## src/rtl/uart_cfg_ctrl.sv

```systemverilog
// uart_cfg_ctrl
// Collects SYNC/ADDR/DATA(/CHK) frames from a UART receiver and writes
// validated bytes into a bank of 8-bit configuration registers.
// Optional feature macro: UART_CFG_CHECKSUM_EN
//   defined   -> 4-byte frames with CHK = 0xA5 ^ ADDR ^ DATA
//   undefined -> 3-byte frames; commit follows DATA directly
module uart_cfg_ctrl #(
   parameter int CLKS_PER_BIT = 5208,
   parameter int TIMEOUT_CLKS = 20*CLKS_PER_BIT,
   parameter int NUM_REGS     = 4,
   localparam int AW          = $clog2(NUM_REGS)
) (
   input  logic                  i_Clock,
   input  logic                  i_Rst_n,
   input  logic                  i_Enable,
   input  logic                  i_Rx_DV,
   input  logic [7:0]            i_Rx_Byte,
   output logic                  o_Rx_Enable,
   output logic                  o_Cfg_Wr,
   output logic [AW-1:0]         o_Cfg_Addr,
   output logic [7:0]            o_Cfg_Data,
   output logic [8*NUM_REGS-1:0] o_Cfg_Regs,
   output logic                  o_Frame_Err,
   output logic                  o_Busy
);

   localparam int         CW   = $clog2(TIMEOUT_CLKS+1);
   localparam logic [7:0] SYNC = 8'hA5;

   typedef enum logic [2:0] {
      IDLE,
      GET_ADDR,
      GET_DATA,
`ifdef UART_CFG_CHECKSUM_EN
      GET_CHK,
`endif
      COMMIT
   } state_t;

   state_t          r_State;
   state_t          w_NextState;
   logic [7:0]      r_Addr;
   logic [7:0]      r_Data;
   logic [CW-1:0]   r_Cnt;
   logic [AW-1:0]   r_CfgAddr;
   logic [7:0]      r_CfgData;
   logic [7:0]      r_Bank [NUM_REGS];
   logic            r_Err;
   logic            r_RxEn;

   logic            w_InGet;
   logic            w_Timeout;
   logic            w_AddrOk;
   logic            w_ErrNext;
   logic            w_Commit;
   logic [7:0]      w_CommitData;
   logic            w_LatchAddr;
   logic            w_LatchData;
   logic [8*NUM_REGS-1:0] w_Regs;

   assign w_InGet   = (r_State != IDLE) && (r_State != COMMIT);
   assign w_Timeout = (r_Cnt == CW'(TIMEOUT_CLKS-1));
   assign w_AddrOk  = ({1'b0, r_Addr} < 9'(NUM_REGS));

   // Next-state decode: enable beats byte strobes, which beat the timeout
   always_comb begin
      w_NextState  = r_State;
      w_ErrNext    = 1'b0;
      w_Commit     = 1'b0;
      w_CommitData = r_Data;
      w_LatchAddr  = 1'b0;
      w_LatchData  = 1'b0;
      if (!i_Enable) begin
         w_NextState = IDLE;
      end else if (w_InGet && !i_Rx_DV && w_Timeout) begin
         w_NextState = IDLE;
         w_ErrNext   = 1'b1;
      end else begin
         case (r_State)
            IDLE: begin
               if (i_Rx_DV && (i_Rx_Byte == SYNC)) w_NextState = GET_ADDR;
            end
            GET_ADDR: begin
               if (i_Rx_DV) begin
                  w_LatchAddr = 1'b1;
                  w_NextState = GET_DATA;
               end
            end
            GET_DATA: begin
               if (i_Rx_DV) begin
`ifdef UART_CFG_CHECKSUM_EN
                  w_LatchData = 1'b1;
                  w_NextState = GET_CHK;
`else
                  if (w_AddrOk) begin
                     w_Commit     = 1'b1;
                     w_CommitData = i_Rx_Byte;
                     w_NextState  = COMMIT;
                  end else begin
                     w_ErrNext   = 1'b1;
                     w_NextState = IDLE;
                  end
`endif
               end
            end
`ifdef UART_CFG_CHECKSUM_EN
            GET_CHK: begin
               if (i_Rx_DV) begin
                  if ((i_Rx_Byte == (SYNC ^ r_Addr ^ r_Data)) && w_AddrOk) begin
                     w_Commit    = 1'b1;
                     w_NextState = COMMIT;
                  end else begin
                     w_ErrNext   = 1'b1;
                     w_NextState = IDLE;
                  end
               end
            end
`endif
            COMMIT:  w_NextState = IDLE;
            default: w_NextState = IDLE;
         endcase
      end
   end

   // State, error pulse, receiver enable and frame field capture
   always_ff @(posedge i_Clock) begin
      if (!i_Rst_n) begin
         r_State   <= IDLE;
         r_Err     <= 1'b0;
         r_RxEn    <= 1'b0;
         r_Addr    <= '0;
         r_Data    <= '0;
         r_CfgAddr <= '0;
         r_CfgData <= '0;
      end else begin
         r_State <= w_NextState;
         r_Err   <= w_ErrNext;
         r_RxEn  <= i_Enable;
         if (w_LatchAddr) r_Addr <= i_Rx_Byte;
         if (w_LatchData) r_Data <= i_Rx_Byte;
         if (w_Commit) begin
            r_CfgAddr <= r_Addr[AW-1:0];
            r_CfgData <= w_CommitData;
         end
      end
   end

   // Inter-byte timeout counter; cleared outside frames and on each byte, saturating
   always_ff @(posedge i_Clock) begin
      if (!i_Rst_n) begin
         r_Cnt <= '0;
      end else if (!i_Enable || !w_InGet || i_Rx_DV) begin
         r_Cnt <= '0;
      end else if (r_Cnt != {CW{1'b1}}) begin
         r_Cnt <= r_Cnt + 1'b1;
      end
   end

   // Configuration register bank, written during the COMMIT cycle
   always_ff @(posedge i_Clock) begin
      if (!i_Rst_n) begin
         for (int k = 0; k < NUM_REGS; k++) r_Bank[k] <= '0;
      end else if (r_State == COMMIT) begin
         r_Bank[r_CfgAddr] <= r_CfgData;
      end
   end

   // Flatten the bank onto the packed output bus
   always_comb begin
      w_Regs = '0;
      for (int k = 0; k < NUM_REGS; k++) w_Regs[8*k +: 8] = r_Bank[k];
   end

   assign o_Rx_Enable = r_RxEn;
   assign o_Cfg_Wr    = (r_State == COMMIT);
   assign o_Cfg_Addr  = r_CfgAddr;
   assign o_Cfg_Data  = r_CfgData;
   assign o_Cfg_Regs  = w_Regs;
   assign o_Frame_Err = r_Err;
   assign o_Busy      = (r_State != IDLE);

endmodule

```

## config.mk

```make
export PLATFORM = sky130hd
export DESIGN_NAME = uart_cfg_ctrl
export DESIGN_NICKNAME = d
export VERILOG_FILES = /design/src/rtl/uart_cfg_ctrl.sv
export SDC_FILE = /design/constraint.sdc
export NUM_CORES = 1
export LEC_CHECK = 0
export BUFFER_PORTS_ARGS = -buffer_cell sky130_fd_sc_hd__buf_2
export CORE_UTILIZATION = 55
export DETAILED_ROUTE_END_ITERATION = 6
export GPL_TIMING_DRIVEN = 0
export PLACE_DENSITY_LB_ADDON = 0.12
export SYNTH_ARGS = -nofsm -noshare
export SYNTH_HDL_FRONTEND = slang
export SYNTH_SLANG_ARGS = --single-unit
```

## constraint.sdc

```tcl
create_clock -name i_Clock -period 3.9 [get_ports i_Clock]
set_clock_uncertainty 0.15 [all_clocks]
set_input_delay 0.39 -clock i_Clock [delete_from_list [all_inputs] [get_ports i_Clock]]
set_output_delay 0.39 -clock i_Clock [all_outputs]
set_load 0.03 [all_outputs]
```

==> parameters.txt, run 1 <==
Parameter                              Value

Power
  Clock power share ... 42.1%
  Int Pwr ... 1.18 mW
  Leak pwr ... 1.57 nW
  Sw frac ... 21.0%
  Sequential fraction of design power ... 52.9%
  Pwr/cell area ... 410 nW/µm²
  Switching Power ... 315 µW
  Combinational fraction of design power ... 4.9%
  Worst vdd rail ir drop ... 0.235 mV

GRT
  Number of antenna violations at the first check in global routing ... 0
  Total global routing track utilization ... 22.4%
  Overall overflow remaining after global route ... 0
  Via count of the first global-routing pass ... 2133
  First-pass GRT wire length ... 10.1 mm
  Maximum number of pins on one net before global-route repair ... 12

Timing
  Setup TNS Final ... 0 ns
  Final Slew Violations ... 0
  Post-route fraction of the period consumed by the critical path ... 62.9%
  Fin. Hold Viols ... 0
  Least-Margin Pin Slew ... 0.683 ns
  Number of setup violations in the final report ... 0
  Maximum frequency from static timing analysis ... 0.408 GHz
  RSZ-0062 raised after global routing ... no
  Worst slew slack as a fraction of its limit ... 54.4%
  Final period demand of the worst path ... 2.45 ns

Synth
  Area of the mapped netlist ... 3080 µm²
  Flops & latches, synth ... 71
  Mean post-synth cell area ... 11.3 µm²
  Library cells used by synthesis ... 46
  Top cell type's share of synthesized area ... 31.2%
  Cell taking the most area after synthesis ... sky130_fd_sc_hd__edfxtp_1
  Net Count, Synth ... 292
  Largest cells by area after synthesis ... sky130_fd_sc_hd__edfxtp_1 31%, sky130_fd_sc_hd__dfxtp_1 25%, sky130_fd_sc_hd__and2_1 4.9%, sky130_fd_sc_hd__mux2i_1 3.9%, sky130_fd_sc_hd__nor2_1 3.2%
  Count of warnings emitted by yosys ... 0
  Share of the yosys chip area belonging to registers ... 56.6%
  Post-Synthesis Cells ... 273
  Asr flop ratio synth ... 0%
  Number of synthesized flops with an enable pin ... 32
  Predominant post-synthesis flop cell ... sky130_fd_sc_hd__dfxtp_1

Clock network
  Total CTS buffers ... 9
  Number of sinks handled by clock tree synthesis ... 71
  Number of buffers inserted for hold repair after clock tree synthesis ... 0
  Clock tree from TritonCTS ... yes
  CTS Root Buffer Type ... sky130_fd_sc_hd__clkbuf_8
  Maximum clock path buffer count ... 2
  Latest clock arrival within the worst-skew pair ... 0.34 ns
  Post_cts resized ... 0
  Maximum level of the CTS H-tree ... 3
  Buffers inserted during post-CTS setup optimization ... 0
  Clock slew at reported path FFs ... 0.07 ns

Placement
  Buffers on Ports ... 56
  Post-DP Area ... 3450 µm²
  Routability congestion estimate ... 0.790
  Sum of net half-perimeters after detailed placement ... 4.31 mm

Final layout
  Filler cell count ... 416
  Layout overhead on the synthesized area ... 18.9%
  NumNets Final ... 359
  Area occupied by multi-input gates ... 1240 µm²
  Area of all placed cells without fillers ... 3660 µm²
  Proportion of layout cells with a drive suffix above 1 ... 23.8%
  Area occupied by registers ... 1740 µm²
  Antenna Diode Count ... 0

Routing
  Average via count per standard cell ... 5.27
  Count of unresolved DRC violations after routing ... 0
  Number of antenna-violating nets in the routed design ... 0
  Iteration-0 DRC count of the detailed router ... 163
  Average wire per standard cell ... 14.5 µm
  Drt pass-1 iters ... 4
  Vias post-DR ... 2189
  Routed WL ... 6.03 mm

Floorplan
  Standard-cell rows ... 26
  Die outline area ... 5900 µm²
  Std-Cell Core Area ... 5240 µm²
  Starting Density ... 58.8%
  Horizontal die dimension ... 76.8 µm
  Die H ... 76.8 µm
  I/O pin cnt ... 58

Worst setup path
  Data arrival time at the worst-slack endpoint ... 2.31 ns
  Endpoint class of the critical path ... flip-flop
  CP max FO ... 11
  CP Class ... flip-flop to flip-flop
  Startpoint type of the worst setup path ... flip-flop
  Req. time, crit path ... 3.75 ns

Job
  Max_cap viols ... 0

Run status
  Outcome ... finished, final reports clean

Hold path
  Hold/Removal Path Class ... input pin to flip-flop
[final timing paths]
check / from / to / slack (ns) / cells after the start
max: r_State[0] / r_Bank[1][2] / 1.45 / 4
min: i_Rx_Byte[1] / r_Addr[1] / 0.18 / 3
max reg2reg: r_State[0] / r_Bank[1][2] / 1.45 / 4
min reg2reg: r_Cnt[15] / r_Cnt[15] / 0.36 / 2
[power by group through the flow]
stage	registers (mW)	logic [mW]	clock network (mW)
after detailed placement	0.811	0.0738	0
after global placement	0.810	0.0734	0
after CTS	0.794	0.0740	0.640
after global routing	0.795	0.0781	0.670
final	0.794	0.0738	0.632
after floorplan	0.843	0.0152	0
[routing by layer]
layer / global-route usage (%) / vias up / share of wire [%]
met4: 11.5 / 0 / 1.8
met2: 36.7 / 63 / 49
met5: 0 / - / 0
met1: 28.2 / 1012 / 46
met3: 4.17 / 9 / 4.0
li1: - / 1105 / -
[layout make-up]
class | count | area share (%)
buffer | 10 | 1.71
clock buffer | 12 | 3.96
clock inverter | 4 | 1.88
inverter | 8 | 0.820
multi-input combinational | 184 | 34.0
sequential | 71 | 47.6
tap | 70 | 2.39
timing repair buffer | 56 | 7.66
[sequential cells by signal (all words and copies together), names as in the netlist]
register,flops
o_Frame_Err,1
r_Cnt,17
o_Cfg_Addr,2
r_State,2
r_Bank,32
r_Addr,8
o_Cfg_Data,8
o_Rx_Enable,1
[Yosys cell counts (3+ instances only)]
library cell	number
sky130_fd_sc_hd__ha_1	7
sky130_fd_sc_hd__mux2i_1	12
sky130_fd_sc_hd__a21oi_1	7
sky130_fd_sc_hd__and3_1	12
sky130_fd_sc_hd__xnor2_1	4
sky130_fd_sc_hd__xor2_1	7
sky130_fd_sc_hd__dfxtp_1	39
sky130_fd_sc_hd__a32o_1	4
sky130_fd_sc_hd__clkbuf_1	4
sky130_fd_sc_hd__o21ai_0	4
sky130_fd_sc_hd__nor2b_1	13
sky130_fd_sc_hd__and2_1	24
sky130_fd_sc_hd__nand2b_1	3
sky130_fd_sc_hd__nor2_1	26
sky130_fd_sc_hd__nand4_1	7
sky130_fd_sc_hd__edfxtp_1	32
sky130_fd_sc_hd__nand3_1	12
sky130_fd_sc_hd__nand2_1	9
sky130_fd_sc_hd__inv_1	8
sky130_fd_sc_hd__buf_2	3
[cells by family after synthesis]
group                      count (synthesis)  share of synthesized area [%]
DFF                                       71                           56.6
muxes                                     13                           4.27
adders and majority gates                  7                           2.84
AOI/OAI and AO/OA                         22                           5.00
buffers and inverters                     18                           3.01
and+or+nand+nor                          131                           25.2
xor gates and xnor gates                  11                           3.13
[critical path, stage by stage (launching register included)]
cell and delay [ns]:
sky130_fd_sc_hd__dfxtp_1 0.41, sky130_fd_sc_hd__ha_1 0.39, sky130_fd_sc_hd__nand2_1 0.14, sky130_fd_sc_hd__nor3b_1 0.61, sky130_fd_sc_hd__nand2b_1 0.41
[stage by stage]
step / power (mW) / std cells / hold slack (ns) / utilization [%] / setup slack (ns)
after detailed placement: 0.884 / 399 / 0.348 / 65.8 / 1.42
after CTS: 1.51 / 415 / 0.174 / 69.9 / 1.40
final: 1.50 / 415 / 0.176 / 69.9 / 1.45
after global routing: 1.54 / 415 / 0.204 / 69.9 / 1.16
after floorplan: 0.858 / 273 / 0.308 / - / 1.65
after global placement: 0.883 / 399 / 0.341 / 65.8 / 1.40
[cell usage in the layout (no fill, tap or decap), types with 3 or more instances in the layout]
cell type	Yosys	final
sky130_fd_sc_hd__buf_2	3	59
sky130_fd_sc_hd__dfxtp_1	39	39
sky130_fd_sc_hd__edfxtp_1	32	32
sky130_fd_sc_hd__nor2_1	26	26
sky130_fd_sc_hd__and2_1	24	24
sky130_fd_sc_hd__nor2b_1	13	13
sky130_fd_sc_hd__nand3_1	12	12
sky130_fd_sc_hd__and3_1	12	12
sky130_fd_sc_hd__mux2i_1	12	12
sky130_fd_sc_hd__clkbuf_8	0	10
sky130_fd_sc_hd__nand2_1	9	9
sky130_fd_sc_hd__inv_1	8	8
sky130_fd_sc_hd__nand4_1	7	7
sky130_fd_sc_hd__xor2_1	7	7
sky130_fd_sc_hd__a21oi_1	7	7
sky130_fd_sc_hd__ha_1	7	7
sky130_fd_sc_hd__clkbuf_1	4	6
sky130_fd_sc_hd__a32o_1	4	4
sky130_fd_sc_hd__o21ai_0	4	4
sky130_fd_sc_hd__xnor2_1	4	4
sky130_fd_sc_hd__nand2b_1	3	3
No activity file was read; power rests on OpenSTA's default activity.
==> inputs of run 2 (changes only) <==
- clock period: 3.9 -> 2.4 ns (I/O delays scaled with it)
==> run 2 against run 1 <==
- first-iteration DRC count down 9.8%
- critical path depth is 6 higher
- die area is the same
- largest power group unchanged
==> parameters.txt, run 2 (synthesis gave the netlist of run 1 again) <==
Parameter                              Value

Placement
  Sum of net half-perimeters after detailed placement ... 4.31 mm
  Post-placement setup slack ... -0.0784 ns
  Buffers on Ports ... 56
  Routability congestion estimate ... 0.790

Timing
  Final period demand of the worst path ... 2.34 ns
  Least-Margin Pin Slew ... 0.578 ns
  Final worst-path setup slack ... 0.0573 ns
  Fin. Hold Viols ... 0
  Post-route fraction of the period consumed by the critical path ... 97.6%
  Maximum frequency from static timing analysis ... 0.427 GHz
  Worst slew slack as a fraction of its limit ... 61.3%
  Number of setup violations in the final report ... 0
  Final Slew Violations ... 0

Clock network
  Total CTS buffers ... 9
  Number of buffers inserted for hold repair after clock tree synthesis ... 0
  Clock slew at reported path FFs ... 0.07 ns
  CTS Root Buffer Type ... sky130_fd_sc_hd__clkbuf_8
  Latest clock arrival within the worst-skew pair ... 0.34 ns
  Maximum level of the CTS H-tree ... 3
  Number of sinks handled by clock tree synthesis ... 71
  Clock tree from TritonCTS ... yes
  Maximum clock path buffer count ... 2

Worst setup path
  Max stage delay on crit path ... 0.49 ns
  Cell class contributing the biggest share of worst-path delay ... simple AND/OR/NAND/NOR gates
  Data arrival time at the worst-slack endpoint ... 2.46 ns
  Total buffers and inverters traversed by the critical path ... 2
  Startpoint type of the worst setup path ... flip-flop
  Worst r2r src ... r_Cnt[1]
  CP Class ... flip-flop to flip-flop
  CP max FO ... 7
  Critical Path Source ... r_Cnt[1]
  Req. time, crit path ... 2.51 ns
  CP max-delay cell ... sky130_fd_sc_hd__or4b_4
  Cell-by-cell listing of the critical path ... ha_4, nand4_1, nor4_2, ha_2, buf_6, and4b_1, buf_6, nand3_4, or4b_4, a21oi_2
  Critical Path Most Common Cell ... sky130_fd_sc_hd__buf_6
  Endpoint class of the critical path ... flip-flop

Routing
  Vias post-DR ... 2192
  Routed WL ... 6.14 mm
  Drt pass-1 iters ... 4
  Average via count per standard cell ... 5.27
  Iteration-0 DRC count of the detailed router ... 147
  Average wire per standard cell ... 14.8 µm
  Number of antenna-violating nets in the routed design ... 0
  Count of unresolved DRC violations after routing ... 0

GRT
  Via count of the first global-routing pass ... 2131
  Total global routing track utilization ... 22.5%
  M1 GR Usage ... 28.2%
  Global Route met2 Usage ... 36.7%
  First-pass GRT wire length ... 10.1 mm
  Number of antenna violations at the first check in global routing ... 0
  Most congested layer reported by global routing ... met2
  Maximum number of pins on one net before global-route repair ... 12
  Global-route track usage on met3 ... 4.52%
  Overall overflow remaining after global route ... 0

Final layout
  NumNets Final ... 360
  Leading cell types in the layout, fill and taps excluded ... 59 x sky130_fd_sc_hd__buf_2, 34 x sky130_fd_sc_hd__dfxtp_1, 32 x sky130_fd_sc_hd__edfxtp_1, 26 x sky130_fd_sc_hd__nor2_1, 24 x sky130_fd_sc_hd__and2_1
  Largest reg by FF count ... r_Bank
  Proportion of layout cells with a drive suffix above 1 ... 29.5%
  Commonest non-fill, non-tap cell in the layout ... sky130_fd_sc_hd__buf_2
  Post-layout utilization of the core ... 71.4%
  Antenna Diode Count ... 0
  Largest registers ranked by flip-flop count ... r_Bank: 32 flops, r_Cnt: 17 flops
  Largest register FFs ... 32
  Layout overhead on the synthesized area ... 21.4%

Floorplan
  Horizontal die dimension ... 76.8 µm
  Die H ... 76.8 µm
  Standard-cell rows ... 26
  I/O pin cnt ... 58
  Starting Density ... 58.8%
  Die outline area ... 5900 µm²
  Std-Cell Core Area ... 5240 µm²

Hold path
  Hold/Removal Path Class ... input pin to flip-flop
  Start point of the worst min-delay path ... i_Rx_Byte[1]

Power
  Leak pwr ... 1.58 nW
  Worst vdd rail ir drop ... 0.384 mV
  Pwr/cell area ... 652 nW/µm²

Run status
  Outcome ... finished, final reports clean

Job
  Max_cap viols ... 0
-- run 2: cell types whose count changed in the layout (fill, tap and decap cells not counted), moves of 2 or more --
cell	delta
sky130_fd_sc_hd__nand3_2	+2
sky130_fd_sc_hd__nand2b_2	+3
sky130_fd_sc_hd__dfxtp_2	+5
sky130_fd_sc_hd__dfxtp_1	-5
sky130_fd_sc_hd__nor3b_2	+2
sky130_fd_sc_hd__ha_1	-2
sky130_fd_sc_hd__nor3b_1	-2
sky130_fd_sc_hd__nand2b_1	-3
sky130_fd_sc_hd__nand3_1	-2
-- run 2: worst paths after layout --
check	endpoint	slack (ns)	cells past startpoint
setup / recovery	r_Cnt[15]	0.06	10
hold reg to reg	r_Addr[6]	0.37	2
hold / removal	r_Addr[1]	0.03	3
setup reg to reg	r_Cnt[15]	0.06	10
-- run 2: final cells by class --
class | count | area, µm²
Multi-Input combinational cell | 184 | 1310
Buffer | 10 | 62.6
Fill cell | 400 | 1500
Clock inverter | 4 | 68.8
Sequential cell | 71 | 1750
Tap cell | 70 | 87.6
Timing Repair Buffer | 57 | 288
Inverter | 8 | 30.0
Clock buffer | 12 | 145
-- run 2: what timing repair did --
item	4_1_cts	5_1_grt
setup endpoints to repair	28	31
pin swaps	0	1
resized for setup	5	16
buffers inserted	0	1
-- run 2: worst reg2reg max path: stages, from the launching register on --
cell and delay [ns]:
sky130_fd_sc_hd__dfxtp_1 0.34, sky130_fd_sc_hd__ha_4 0.17, sky130_fd_sc_hd__nand4_1 0.14, sky130_fd_sc_hd__nor4_2 0.07, sky130_fd_sc_hd__ha_2 0.18, sky130_fd_sc_hd__buf_6 0.13, sky130_fd_sc_hd__and4b_1 0.25, sky130_fd_sc_hd__buf_6 0.14
sky130_fd_sc_hd__nand3_4 0.08, sky130_fd_sc_hd__or4b_4 0.49, sky130_fd_sc_hd__a21oi_2 0.14
-- run 2: metrics by stage --
stage	setup TNS, ns	cells	power [mW]	instance area (µm²)	hold slack (ns)
2_1_floorplan	0	273	1.39	3080	0.218
3_3_place_gp	-1.59	399	1.44	3450	0.341
3_5_place_dp	-1.36	399	1.44	3450	0.348
4_1_cts	-1.10	415	2.45	3680	0.0237
5_1_grt	-0.0211	416	2.51	3740	0.0514
6_report	0	416	2.44	3740	0.0324
-- run 2: per-layer routing --
metal | vias up | share of wire (%)
met5 | - | 0
li1 | 1106 | -
met1 | 1019 | 46
met2 | 60 | 50
met3 | 7 | 3.3
met4 | 0 | 1.2
-- run 2: report_power, final --
part           leakage [nW]  internal [mW]  switching [mW]  total, mW
Combinational         0.835         0.0319          0.0889      0.121
Sequential            0.633           1.28         0.00619       1.29
Clock                 0.108          0.610           0.417       1.03
